===== src/rtl/i2s_tx.sv =====
// Stereo I2S transmitter: double-buffered 16-bit L/R pairs serialized MSB first, one-bit delay after LRCLK.
// state | meaning:  IDLE | link quiet, waiting for first pair;  RUN | free-running 64-bit frames
module i2s_tx #(
  parameter int SCLK_DIV = 16
) (
  input  logic        clk,
  input  logic        rst_n,
  input  logic [15:0] lft_smpl,
  input  logic [15:0] rht_smpl,
  input  logic        smpl_vld,
  output logic        sclk,
  output logic        lrclk,
  output logic        sdata,
  output logic        smpl_req,
  output logic        underrun,
  output logic        active
);

  localparam int CW = (SCLK_DIV > 2) ? $clog2(SCLK_DIV) : 1;
  localparam logic [CW-1:0] CLK_LAST = CW'(SCLK_DIV - 1);
  localparam logic [CW-1:0] CLK_HALF = CW'(SCLK_DIV / 2);

  typedef enum logic {IDLE, RUN} state_t;

  state_t        state_q, state_d;
  logic [CW-1:0] clk_cnt_q, clk_cnt_d;
  logic [5:0]    bit_cnt_q, bit_cnt_d;
  logic [15:0]   hold_l_q, hold_l_d, hold_r_q, hold_r_d;
  logic          hold_vld_q, hold_vld_d;
  logic [15:0]   sh_l_q, sh_l_d, sh_r_q, sh_r_d;
  logic          sclk_q, sclk_d, lrclk_q, lrclk_d, sdata_q, sdata_d;
  logic          smpl_req_q, smpl_req_d, underrun_q, underrun_d, active_q, active_d;

  logic          clk_wrap, frame_wrap;
  logic [4:0]    slot, bit_idx;
  logic [15:0]   word;

  always_comb begin
    state_d    = state_q;
    clk_cnt_d  = clk_cnt_q;
    bit_cnt_d  = bit_cnt_q;
    hold_l_d   = hold_l_q;
    hold_r_d   = hold_r_q;
    hold_vld_d = hold_vld_q;
    sh_l_d     = sh_l_q;
    sh_r_d     = sh_r_q;
    smpl_req_d = 1'b0;
    underrun_d = 1'b0;
    clk_wrap   = (clk_cnt_q == CLK_LAST);
    frame_wrap = clk_wrap && (bit_cnt_q == 6'd63);

    case (state_q)
      IDLE: begin
        if (smpl_vld) begin
          state_d    = RUN;
          sh_l_d     = lft_smpl;
          sh_r_d     = rht_smpl;
          clk_cnt_d  = '0;
          bit_cnt_d  = '0;
          smpl_req_d = 1'b1;
        end
      end
      RUN: begin
        clk_cnt_d = clk_wrap ? '0 : clk_cnt_q + CW'(1);
        if (clk_wrap) bit_cnt_d = bit_cnt_q + 6'd1;
        if (frame_wrap) begin
          if (hold_vld_q) begin
            sh_l_d     = hold_l_q;
            sh_r_d     = hold_r_q;
            smpl_req_d = 1'b1;
            hold_vld_d = smpl_vld;
            if (smpl_vld) begin
              hold_l_d = lft_smpl;
              hold_r_d = rht_smpl;
            end
          end else if (smpl_vld) begin
            // pair arriving exactly at the boundary skips the holding register
            sh_l_d     = lft_smpl;
            sh_r_d     = rht_smpl;
            smpl_req_d = 1'b1;
          end else begin
            sh_l_d     = '0;
            sh_r_d     = '0;
            underrun_d = 1'b1;
          end
        end else if (smpl_vld) begin
          hold_l_d   = lft_smpl;
          hold_r_d   = rht_smpl;
          hold_vld_d = 1'b1;
        end
      end
      default: state_d = IDLE;
    endcase

    // outputs are derived from next-state counters so the pins are pure flops
    slot     = bit_cnt_d[4:0];
    bit_idx  = 5'd16 - slot;
    word     = bit_cnt_d[5] ? sh_r_d : sh_l_d;
    active_d = (state_d == RUN);
    sclk_d   = active_d && (clk_cnt_d >= CLK_HALF);
    lrclk_d  = active_d && bit_cnt_d[5];
    sdata_d  = 1'b0;
    if (active_d && (slot >= 5'd1) && (slot <= 5'd16)) sdata_d = word[bit_idx[3:0]];
  end

  always_ff @(posedge clk or negedge rst_n) begin
    if (!rst_n) begin
      state_q    <= IDLE;
      clk_cnt_q  <= '0;
      bit_cnt_q  <= '0;
      hold_l_q   <= '0;
      hold_r_q   <= '0;
      hold_vld_q <= 1'b0;
      sh_l_q     <= '0;
      sh_r_q     <= '0;
      sclk_q     <= 1'b0;
      lrclk_q    <= 1'b0;
      sdata_q    <= 1'b0;
      smpl_req_q <= 1'b0;
      underrun_q <= 1'b0;
      active_q   <= 1'b0;
    end else begin
      state_q    <= state_d;
      clk_cnt_q  <= clk_cnt_d;
      bit_cnt_q  <= bit_cnt_d;
      hold_l_q   <= hold_l_d;
      hold_r_q   <= hold_r_d;
      hold_vld_q <= hold_vld_d;
      sh_l_q     <= sh_l_d;
      sh_r_q     <= sh_r_d;
      sclk_q     <= sclk_d;
      lrclk_q    <= lrclk_d;
      sdata_q    <= sdata_d;
      smpl_req_q <= smpl_req_d;
      underrun_q <= underrun_d;
      active_q   <= active_d;
    end
  end

  assign sclk     = sclk_q;
  assign lrclk    = lrclk_q;
  assign sdata    = sdata_q;
  assign smpl_req = smpl_req_q;
  assign underrun = underrun_q;
  assign active   = active_q;

endmodule


===== config.mk =====
export PLATFORM = sky130hd
export DESIGN_NAME = i2s_tx
export DESIGN_NICKNAME = d
export VERILOG_FILES = /design/src/rtl/i2s_tx.sv
export SDC_FILE = /design/constraint.sdc
export NUM_CORES = 1
export LEC_CHECK = 0
export CAP_MARGIN = 20
export CORE_MARGIN = 3
export CORE_UTILIZATION = 55
export DETAILED_ROUTE_END_ITERATION = 8
export PLACE_DENSITY = 0.74
export SLEW_MARGIN = 20
export SYNTH_ARGS = -nofsm -noshare
export SYNTH_HDL_FRONTEND = slang
export SYNTH_SLANG_ARGS = --single-unit
export TNS_END_PERCENT = 50

===== constraint.sdc =====
create_clock -name clk -period 4 [get_ports clk]
set_clock_uncertainty 0.15 [all_clocks]
set_input_delay 0.4 -clock clk [delete_from_list [all_inputs] [get_ports clk]]
set_output_delay 0.4 -clock clk [all_outputs]
set_load 0.02 [all_outputs]

==> reports/metrics.yaml <==
status: "complete, no violations"
ff_latch_area_mm2: 0.00203
antenna_found_initial: 0
leakagePower_nw: 2.18
die-area_mm2: 0.00973
numPortBuffers: 40
r2r_setup_slack_ns: 0.74
ioPinCount: 41
path_max_fanout: 30
cts.sinks: 81
drt_first_pass_iters: 4
relSlewSlack: 0.327
synth_edf_count: 0
ant_nets: 0
antenna_cells: 0
cp_data_required_time_ns: 4.10
syn-num-nets: 505
r2r_start: "active$_DFF_PN0_"
grt_pass1_wl_um: 19600
final_area_mm2: 0.00534
die_h_um: 98.6
syn_inst: 466
grt_pass1_vias: 3797
via_per_inst: 6.51
fill_cells: 680
cp-start-kind: "flip-flop"
setup_tns_ns: 0
grt_use_total: 0.252
drv_cap: 0
vdd_drop_max_mv: 0.189
syn_area_mm2: 0.00472
async_flop_share: 1.00
postPlaceCellArea_mm2: 0.00515
rsz0062_at_grt: "false"
die_w_um: 98.6
finalWeightedCongestion: 0.858
hold_path.class: "flip-flop to flip-flop"
synth-seq-cells: 81
multiInputGateArea_mm2: 0.00246
rows: 33
postCtsSetupBuffers: 0
arrival_ns: 3.36
drive_above_1_share: 0.160
tightest_slew_ns: 1.01
hpwl_um: 7490
hp-start: "hold_r_q[7]$_DFFE_PN0P_"
hold_depth: 1
yosysWarningCount: 0
avgRoutedWirePerCell_um: 19.4
worstSetupEndpointType: "flip-flop"
synthFlopType: "dfrtp_1"
drc: 0
hold_viol: 0
synth.distinct_cells: 48
worst_r2r_path_depth: 8
clk_latency_ns: 0.36
fin_ws_ns: 0.741
cts_root_buf: "clkbuf_8"
r2r_end: "sdata$_DFF_PN0_"
clk_pin_slew_ns: 0.08
detailedRoute.firstIterationViolations: 248
syn2layout_area_growth_pct: 13.1
path_class: "flip-flop to flip-flop"
core_area_mm2: 0.00826
cts_tree: "done"
holdPathEnd: "hold_r_q[7]$_DFFE_PN0P_"
fin_crit_ns: 3.26
yosysSeqAreaShare: 0.429
place_ws_ns: 0.776
final-setup-viol-count: 0
vias: 3892
cts_buffers: 9
cts_resized: 0
cts_max_level: 3
nets: 528
fmax_mhz: 307
initial_core_util: 0.572
grt_max_degree: 82
drt_wl_total_um: 11600
clock_tree.buffer_depth: 2
grt_overflow: 0
cts_hold_buf: 0
avgSynthCellArea_um2: 10.1
powerDensity_mw_per_mm2: 446
drv_slew: 0
finalCritPeriodShare: 0.815
-- layout by cell type, fill, tap and decap left out, drive strengths merged, types with 2 or more instances in the layout --
| cell type | Yosys | routed |
|---|---|---|
| dfrtp | 81 | 81 |
| a211oi | 50 | 50 |
| nand2 | 47 | 47 |
| clkdlybuf4s50 | 0 | 38 |
| mux2 | 36 | 36 |
| a2111oi | 21 | 21 |
| nor2b | 18 | 18 |
| buf | 28 | 17 |
| and3b | 16 | 16 |
| a22o | 14 | 14 |
| mux2i | 12 | 12 |
| nor2 | 12 | 12 |
| o21ai | 11 | 11 |
| clkbuf | 16 | 10 |
| nand4 | 9 | 9 |
| a21oi | 9 | 9 |
| a31oi | 9 | 9 |
| o31ai | 8 | 8 |
| nand3 | 8 | 8 |
| inv | 8 | 8 |
| nand3b | 6 | 6 |
| and3 | 5 | 5 |
| a311o | 5 | 5 |
| nand2b | 4 | 4 |
| and4 | 4 | 4 |
| a21o | 4 | 4 |
| ha | 4 | 4 |
| and2 | 4 | 4 |
| nor3 | 3 | 3 |
| clkinvlp | 0 | 3 |
| xnor2 | 2 | 2 |
| nor4 | 2 | 2 |
| clkinv | 0 | 2 |
-- final cells by class --
type                            count  share of cell area
Clock buffer                       10              0.0258
Clock inverter                      5             0.00609
Inverter                            8             0.00562
Multi-Input combinational cell    333               0.461
Sequential cell                    81               0.380
Tap cell                          105              0.0246
Timing Repair Buffer               56              0.0973
-- critical path: stages (launching register included) --
cell	delay, ns
dfrtp_2	0.74
nand4_1	0.23
nor3_1	0.28
mux2_2	0.47
inv_2	0.36
mux2_2	0.40
o2111ai_1	0.19
nand4_1	0.13
and4_1	0.19
-- cell usage after synthesis (all sizes together) (9+ instances only) --
| cell | number | area (um2) |
|---|---|---|
| a2111oi | 21 | 184 |
| a211oi | 50 | 375 |
| a21oi | 9 | 45.0 |
| a22o | 14 | 123 |
| a31oi | 9 | 56.3 |
| and3b | 16 | 140 |
| buf | 28 | 144 |
| clkbuf | 16 | 60.1 |
| dfrtp | 81 | 2030 |
| mux2 | 36 | 405 |
| mux2i | 12 | 124 |
| nand2 | 47 | 179 |
| nand4 | 9 | 56.3 |
| nor2 | 12 | 47.6 |
| nor2b | 18 | 113 |
| o21ai | 11 | 55.1 |
-- per-layer routing --
layer  part of all wire  track usage  vias up  wire length (um)
li1                   -            -     1832                 -
met5                  0            0        -                 0
met3              0.048       0.0425       24               557
met2               0.48        0.384      117              5500
met1               0.45        0.360     1919              5260
met4              0.022       0.0977        0               254
-- sequential cells by signal, indices dropped and copies added (netlist names) --
name,cells
bit_cnt_q,6
hold_vld_q,1
clk_cnt_q,4
lrclk,1
hold_l_q,16
underrun,1
hold_r_q,16
sh_r_q,16
sclk,1
active,1
sh_l_q,16
sdata,1
smpl_req,1
-- through the flow --
step | utilization | hold slack (ns) | cells | total power, mW
2_1_floorplan | - | -0.0456 | 466 | 1.63
3_3_place_gp | 0.624 | 0.338 | 582 | 1.83
3_5_place_dp | 0.624 | 0.341 | 582 | 1.84
4_1_cts | 0.645 | 0.101 | 597 | 2.39
5_1_grt | 0.647 | 0.381 | 598 | 2.55
6_report | 0.647 | 0.358 | 598 | 2.38
-- how the worst max path moves through the flow --
stage                      startpoint               to  slack [ns]  depth (start not counted)
6_report             active$_DFF_PN0_  sdata$_DFF_PN0_        0.74                          8
5_1_grt        clk_cnt_q[0]$_DFF_PN0_  sdata$_DFF_PN0_        0.55                         10
4_1_cts              active$_DFF_PN0_  sdata$_DFF_PN0_        0.75                          8
3_5_place_dp         active$_DFF_PN0_  sdata$_DFF_PN0_        0.78                          8
2_1_floorplan  clk_cnt_q[0]$_DFF_PN0_  sdata$_DFF_PN0_        1.20                         12
3_3_place_gp         active$_DFF_PN0_  sdata$_DFF_PN0_        0.80                          8
-- power breakdown --
part / internal, mW / switching (mW) / total [mW]
Sequential: 0.951 / 0.103 / 1.05
Clock: 0.237 / 0.304 / 0.541
Combinational: 0.354 / 0.432 / 0.786
-- logic make-up after synthesis --
logic type                 share of synthesized area
AOI/OAI and AO/OA                              0.223
xor gates and xnor gates                     0.00557
adders and majority gates                     0.0106
buffers and inverters                         0.0496
DFF                                            0.429
muxes                                          0.117
and+or+nand+nor                                0.165
Power figures use the tool's default switching activity.
